File: config.mk
export PLATFORM = sky130hd
export DESIGN_NAME = emg_adc_capture
export DESIGN_NICKNAME = d
export VERILOG_FILES = /design/src/rtl/emg_adc_pkg.sv /design/src/rtl/emg_cap_fifo.sv /design/src/rtl/emg_adc_capture.sv
export SDC_FILE = /design/constraint.sdc
export NUM_CORES = 1
export LEC_CHECK = 0
export ABC_AREA = 0
export ABC_CLOCK_PERIOD_IN_PS = 2700
export CAP_MARGIN = 0
export CORE_MARGIN = 4
export CORE_UTILIZATION = 62
export DETAILED_ROUTE_END_ITERATION = 12
export DONT_BUFFER_PORTS = 1
export HOLD_SLACK_MARGIN = 0.15
export PLACE_DENSITY = 0.8
export SYNTH_ARGS = -nofsm -noshare
export SYNTH_HDL_FRONTEND = slang
export SYNTH_SLANG_ARGS = --single-unit
export TNS_END_PERCENT = 1
File: constraint.sdc
create_clock -name CLK_EMG -period 2.7 [get_ports CLK_EMG]
set_clock_uncertainty 0.2 [all_clocks]
set_input_delay 0.81 -clock CLK_EMG [delete_from_list [all_inputs] [get_ports CLK_EMG]]
set_output_delay 0.81 -clock CLK_EMG [all_outputs]
set_load 0.05 [all_outputs]
File: src/rtl/emg_adc_pkg.sv
// Shared types and default sizing for the EMG ADC serial capture block.
package emg_adc_pkg;

  localparam int DEF_NUM_CH     = 16;
  localparam int DEF_ADC_BITS   = 12;
  localparam int DEF_FIFO_DEPTH = 4;
  localparam int CH_W           = 4;

  typedef enum logic [1:0] {
    IDLE,
    WAIT,
    SHIFT,
    PUSH
  } emg_state_t;

  // Sample record at the default ADC width; the top packs {ch, data} the same way.
  typedef struct packed {
    logic [CH_W-1:0]         ch;
    logic [DEF_ADC_BITS-1:0] data;
  } emg_sample_t;

endpackage

File: src/rtl/emg_cap_fifo.sv
// Small synchronous FIFO for captured samples; head is shown combinationally and reads as 0 when empty.
// DEPTH must be a power of two and at least 2 so the pointers wrap naturally.
module emg_cap_fifo #(
  parameter int WIDTH = 16,
  parameter int DEPTH = 4
) (
  input  logic             CLK_EMG,
  input  logic             RESET_N,
  input  logic             push,
  input  logic             pop,
  input  logic [WIDTH-1:0] wdata,
  output logic [WIDTH-1:0] rdata,
  output logic             full,
  output logic             empty
);

  localparam int AW = $clog2(DEPTH);

  logic [WIDTH-1:0] mem [DEPTH];
  logic [AW-1:0]    wr_ptr_q;
  logic [AW-1:0]    rd_ptr_q;
  logic [AW:0]      count_q;
  logic             wr_en;
  logic             rd_en;

  assign full  = (count_q == (AW+1)'(DEPTH));
  assign empty = (count_q == '0);
  assign rd_en = pop & ~empty;
  // A push into a full FIFO is only taken when the head leaves on the same edge.
  assign wr_en = push & (~full | rd_en);
  assign rdata = empty ? '0 : mem[rd_ptr_q];

  // NOTE: storage has no reset; the empty flag masks stale entries, so only pointers need it.
  always_ff @(posedge CLK_EMG) begin
    if (wr_en) mem[wr_ptr_q] <= wdata;
  end

  // NOTE: non-blocking assignments keep every register updating from pre-edge values.
  always_ff @(posedge CLK_EMG or negedge RESET_N) begin
    if (!RESET_N) begin
      wr_ptr_q <= '0;
      rd_ptr_q <= '0;
      count_q  <= '0;
    end else begin
      if (wr_en) wr_ptr_q <= wr_ptr_q + 1'b1;
      if (rd_en) rd_ptr_q <= rd_ptr_q + 1'b1;
      case ({wr_en, rd_en})
        2'b10:   count_q <= count_q + 1'b1;
        2'b01:   count_q <= count_q - 1'b1;
        default: count_q <= count_q;
      endcase
    end
  end

endmodule

File: src/rtl/emg_adc_capture.sv
// Serial EMG ADC capture: START-triggered MSB-first shift-in, sample FIFO, sticky error flags.
// Optional build macro EMG_CAP_PARITY_EN adds an even-parity bit after the LSB.
module emg_adc_capture
  import emg_adc_pkg::*;
#(
  parameter int NUM_CH     = DEF_NUM_CH,
  parameter int ADC_BITS   = DEF_ADC_BITS,
  parameter int FIFO_DEPTH = DEF_FIFO_DEPTH
) (
  input  logic                CLK_EMG,
  input  logic                RESET_N,
  input  logic                EN_ADC_EMG,
  input  logic                START_EMG,
  input  logic [CH_W-1:0]     CH_SEL_EMG,
  input  logic                DOUT_EMG,
  output logic [ADC_BITS-1:0] SAMPLE_DATA,
  output logic [CH_W-1:0]     SAMPLE_CH,
  output logic                SAMPLE_VALID,
  input  logic                SAMPLE_READY,
  output logic                FRAME_DONE,
  output logic                OVF,
  output logic                SEQ_ERR,
  output logic                PAR_ERR,
  input  logic                ERR_CLR
);

`ifdef EMG_CAP_PARITY_EN
  localparam int SHIFT_LEN = ADC_BITS + 1;
`else
  localparam int SHIFT_LEN = ADC_BITS;
`endif
  localparam int CNT_W = $clog2(SHIFT_LEN + 1);
  localparam int ENT_W = CH_W + ADC_BITS;

  emg_state_t           state_q, state_d;
  logic [CH_W-1:0]      ch_q;
  logic [SHIFT_LEN-1:0] shreg_q;
  logic [CNT_W-1:0]     bit_cnt_q;
  logic                 start_cap, shift_en, push, seq_ev, ovf_ev, push_ok, pop;
  logic                 fifo_full, fifo_empty, frame_done_q, ovf_q, seq_err_q;
  logic [ADC_BITS-1:0]  cap_data;
  logic [ENT_W-1:0]     fifo_rdata;
`ifdef EMG_CAP_PARITY_EN
  logic                 par_ev, par_err_q;
`endif

  // NOTE: every always_comb output is defaulted first so no path can infer a latch.
  always_comb begin
    state_d   = state_q;
    start_cap = 1'b0;
    shift_en  = 1'b0;
    push      = 1'b0;
    seq_ev    = 1'b0;
`ifdef EMG_CAP_PARITY_EN
    par_ev    = 1'b0;
`endif
    case (state_q)
      IDLE: begin
        if (START_EMG && EN_ADC_EMG) begin
          start_cap = 1'b1;
          state_d   = WAIT;
        end
      end
      WAIT: state_d = EN_ADC_EMG ? SHIFT : IDLE;
      SHIFT: begin
        if (!EN_ADC_EMG) begin
          state_d = IDLE;
        end else begin
          shift_en = 1'b1;
          if (bit_cnt_q == CNT_W'(SHIFT_LEN - 1)) state_d = PUSH;
        end
      end
      PUSH: begin
        state_d = IDLE;
`ifdef EMG_CAP_PARITY_EN
        // Data plus parity bit must hold an even number of ones.
        if (^shreg_q) par_ev = 1'b1;
        else          push   = 1'b1;
`else
        push = 1'b1;
`endif
      end
      default: state_d = IDLE;
    endcase
    if ((state_q == WAIT || state_q == SHIFT) && !EN_ADC_EMG) seq_ev = 1'b1;
    if (state_q != IDLE && START_EMG && EN_ADC_EMG)           seq_ev = 1'b1;
  end

  assign cap_data = shreg_q[SHIFT_LEN-1 -: ADC_BITS];
  assign pop      = SAMPLE_READY & ~fifo_empty;
  assign push_ok  = push & (~fifo_full | pop);
  assign ovf_ev   = push & fifo_full & ~pop;

  always_ff @(posedge CLK_EMG or negedge RESET_N) begin
    if (!RESET_N) begin
      state_q      <= IDLE;
      ch_q         <= '0;
      shreg_q      <= '0;
      bit_cnt_q    <= '0;
      frame_done_q <= 1'b0;
      ovf_q        <= 1'b0;
      seq_err_q    <= 1'b0;
    end else begin
      state_q <= state_d;
      if (start_cap) begin
        ch_q      <= CH_SEL_EMG;
        bit_cnt_q <= '0;
      end else if (shift_en) begin
        bit_cnt_q <= bit_cnt_q + 1'b1;
      end
      if (shift_en) shreg_q <= {shreg_q[SHIFT_LEN-2:0], DOUT_EMG};
      frame_done_q <= push_ok && (ch_q == CH_W'(NUM_CH - 1));
      // A new event on the clearing edge wins, so no error is silently lost.
      ovf_q     <= (ovf_q & ~ERR_CLR) | ovf_ev;
      seq_err_q <= (seq_err_q & ~ERR_CLR) | seq_ev;
    end
  end

`ifdef EMG_CAP_PARITY_EN
  always_ff @(posedge CLK_EMG or negedge RESET_N) begin
    if (!RESET_N) par_err_q <= 1'b0;
    else          par_err_q <= (par_err_q & ~ERR_CLR) | par_ev;
  end
  assign PAR_ERR = par_err_q;
`else
  assign PAR_ERR = 1'b0;
`endif

  emg_cap_fifo #(
    .WIDTH(ENT_W),
    .DEPTH(FIFO_DEPTH)
  ) u_fifo (
    .CLK_EMG(CLK_EMG),
    .RESET_N(RESET_N),
    .push   (push),
    .pop    (pop),
    .wdata  ({ch_q, cap_data}),
    .rdata  (fifo_rdata),
    .full   (fifo_full),
    .empty  (fifo_empty)
  );

  assign {SAMPLE_CH, SAMPLE_DATA} = fifo_rdata;
  assign SAMPLE_VALID = ~fifo_empty;
  assign FRAME_DONE   = frame_done_q;
  assign OVF          = ovf_q;
  assign SEQ_ERR      = seq_err_q;

endmodule

==> impl_summary.txt <==
----------------------------------------------------
[Route]
  Remaining design rule violation count ... 0
  Via count of the routed design ... 1861
  Total wirelength of the detailed-routed design ... 6120 um
  Number of antenna-violating nets in the routed design ... 0
  Router iterations before antenna repair ... 4
  Wire length per cell ... 19.4 um
  Violation count after the first detailed-route iteration ... 103
  Average vias per placed instance ... 5.89

[Pwr]
  Net switching power figure ... 1690 uW
  Cell internal power dissipation ... 2860 uW
  Power per Cell Area ... 1070 nW/um2
  Proportion of total power due to net switching ... 37.1%
  Static Leakage ... 0.00167 uW
  Total design power ... 4540 uW
  Clock group share of total power ... 16.8%
  Worst-case vdd ir drop ... 0.639 mV
  Portion of total power attributed to combinational logic ... 36.9%
  Flop pwr share ... 46.3%

[Worst setup path]
  CP Max Fanout ... 10
  Sort of element at the end of the critical path ... output port
  Setup CP Type ... reg -> out
  Required arrival time at the worst endpoint ... 1.69 ns
  Crit path DAT ... 1.70 ns
  Launching element type of the critical path ... flip-flop

[Finish]
  FF+latch area ... 2720 um2
  Highest-count cells in the layout ignoring fill and taps ... edfxtp_1 (64), dfrtp_1 (31), mux2_2 (18)
  Multi-input logic area ... 1150 um2
  Synth-to-layout area growth ... 7.05%
  Net count reported at finish ... 258
  Core utilization of the finished layout ... 70.3%
  Antenna Cells ... 0
  Fraction of final layout cells with drive strength greater than 1 ... 29.0%
  Most frequent standard cell in the layout excluding fill and tap cells ... edfxtp_1
  Count of filler cells inserted in the layout ... 391
  Non-Filler Cell Area, Final ... 4260 um2

[CTS]
  Insertion delay of the later-clocked pin in the worst-skew pair ... 0.34 ns
  TritonCTS clock tree ... yes
  CTS Buf Count ... 9
  Setup Fix Bufs, Post-CTS ... 0
  Sinks on Clock Net ... 96
  Clock transition at the registers of the reported paths ... 0.08 ns
  Largest buffer count on any clock path ... 2
  Master cell of the clock root buffer ... clkbuf_8
  Deepest level of the CTS H-tree ... 3

[Global route]
  Wire length of the first global-routing pass ... 10000 um
  Remaining global-route overflow ... 0
  Via count of the first global-routing pass ... 1941
  GRT Overall Usage ... 18.0%
  Number of antenna violations at the first check in global routing ... 0
  Largest net degree at the start of global routing ... 33

[Timing]
  Post-route worst setup slack ... -0.00883 ns
  Setup Viol. Count Final ... 2
  Tmin final ... 2.71 ns
  Setup repair after global routing missed its margin ... yes
  Slew Limit Headroom ... 43.1%
  Final hold viol count ... 0
  Ratio of final minimum period to clock period ... 100%
  Achievable Freq ... 369 MHz
  Measured slew at the worst slew-check pin ... 0.853 ns
  Final slew viol count ... 0

[Floorplan]
  Area enclosed by the die boundary ... 7760 um2
  Row Count ... 28
  Core footprint ... 6060 um2
  Die Width ... 88.1 um
  Initial core utilization ... 65.6%
  Boundary pin count ... 32
  Overall die height ... 88.1 um

[Worst hold path]
  Min-delay worst type ... reg -> reg

[Run]
  Max capacitance violation total ... 0

[Place]
  Placed wire-length estimate after detailed placement ... 3910 um
  Placer congestion estimate ... 0.807
  Total of buffers placed on input and output ports ... 0
  Cell area after placement ... 4040 um2
  Pre-CTS WS ... -0.00446 ns

[Synth]
  Mapped Area ... 3980 um2
  Net count after synthesis ... 250
  Synth area leader ... edfxtp_1
  Fraction of synthesized cell area taken by the top area cell type ... 48.3%
  Yosys synthesis warning count ... 0
  Distinct cells, synth ... 32
  Biggest area contributors in the synthesized netlist ... edfxtp_1 (48%), dfrtp_1 (20%), mux4_1 (5.3%)
  Post-synthesis area per instance ... 17.4 um2
  Count of mapped cells out of synthesis ... 228
  Sequential share of the synthesized area ... 68.4%
  Count of state elements after synthesis ... 96

[Outcome]
  Violations in the final reports ... negative setup slack
  Result of the run ... finished, violations left

----------------------------------------------------
[layer usage]
layer / vias to the layer above / GRT usage [%] / part of all wire (%)
li1: 852 / - / -
met1: 962 / 22.7 / 42
met2: 42 / 29.3 / 52
met3: 5 / 5.46 / 5.2
met4: 0 / 7.42 / 1.1
met5: - / 0 / 0
[critical path, stage by stage (launching register included)]
cell     delay, ns
dfrtp_1       0.43
buf_12        0.17
mux4_2        0.52
and2_4        0.24
[cell families (layout without fill, tap and decap cells)]
family,Yosys count,count (layout),share of synthesized area (%)
and+or+nand+nor,45,45,6.45
xor gates and xnor gates,8,8,1.76
adders and majority gates,11,11,3.65
buffers and inverters,22,35,2.99
muxes,35,35,15.2
other,1,1,0.0943
AOI/OAI and AO/OA,10,10,1.45
DFF,96,96,68.4
[power groups by stage]
stage               Combinational (uW)  Sequential, uW  Clock, uW
finish                            1680            2100        762
floorplan                         1400            2000          0
detailed placement                1490            2120          0
global route                      1800            2140        855
CTS                               1660            2090        786
global placement                  1460            2110          0
[through the flow]
| stage | TNS (ns) | hold WS [ns] | cells |
|---|---|---|---|
| floorplan | 0 | 0.247 | 228 |
| global route | -1.23 | 0.340 | 316 |
| detailed placement | -0.00446 | 0.279 | 298 |
| CTS | -0.313 | 0.298 | 316 |
| global placement | 0 | 0.269 | 298 |
| finish | -0.0157 | 0.320 | 316 |
[area by class of cell]
class / count / area share (%)
repair buffers: 8 / 2.23
flip-flops and latches: 96 / 64.0
multi-input cells: 110 / 27.0
inverters: 11 / 0.970
clock inverters: 2 / 0.235
clock buffers: 14 / 3.35
well taps: 75 / 2.20
[worst paths after layout]
path	startpoint	to	slack, ns	cells past startpoint
min in group asynchronous	RESET_N	cap_data[3]$_DFFE_PN0P_	0.74	2
worst min register to register	u_fifo.count_q[2]$_DFFE_PN0P_	u_fifo.count_q[2]$_DFFE_PN0P_	0.32	1
worst max register to register	u_fifo.count_q[0]$_DFFE_PN0P_	u_fifo.count_q[2]$_DFFE_PN0P_	0.31	9
max in group asynchronous	RESET_N	u_fifo.rd_ptr_q[1]$_DFFE_PN0P_	1.37	2
worst min-delay path	u_fifo.count_q[2]$_DFFE_PN0P_	u_fifo.count_q[2]$_DFFE_PN0P_	0.32	1
worst max-delay path	u_fifo.rd_ptr_q[0]$_DFFE_PN0P_	SAMPLE_CH[3]	-0.009	3
[synthesized netlist by cell type]
| master | number |
|---|---|
| buf_4 | 1 |
| buf_6 | 1 |
| a21o_1 | 1 |
| ha_1 | 10 |
| mux4_1 | 8 |
| xnor2_1 | 3 |
| a21oi_1 | 3 |
| mux2i_1 | 1 |
| and3_1 | 1 |
| o21ai_0 | 3 |
| mux2_2 | 18 |
| xor2_1 | 5 |
| nand2_1 | 5 |
| buf_2 | 7 |
| edfxtp_1 | 64 |
| nor4b_1 | 1 |
| nand4_1 | 2 |
| or3_1 | 2 |
| nor2_1 | 4 |
| inv_1 | 11 |
| buf_12 | 1 |
| nand3_1 | 5 |
| mux4_2 | 8 |
| nor2b_1 | 2 |
| o211ai_1 | 1 |
| and2_1 | 22 |
| o22ai_1 | 2 |
| fa_1 | 1 |
| dfrtp_1 | 32 |
| conb_1 | 1 |
| nand3b_1 | 1 |
| clkbuf_1 | 1 |
[flip-flops by register name (all words and copies together) (netlist names)]
name and count:
bit_cnt_q 4, u_fifo.count_q 3, ch_q 4, state_q 2
cap_data 12, u_fifo.wr_ptr_q 2, u_fifo.rd_ptr_q 2, u_fifo.mem 64
FRAME_DONE 1, SEQ_ERR 1, OVF 1
[timing repair]
item | 4_1_cts | 5_1_grt
hold buffers | 2 | 0
resized for setup | 35 | 12
endpoints found under the setup margin | 17 | 16
endpoints found under the hold margin | 32 | 0
Note: power is estimated with default switching activity, not from simulation.
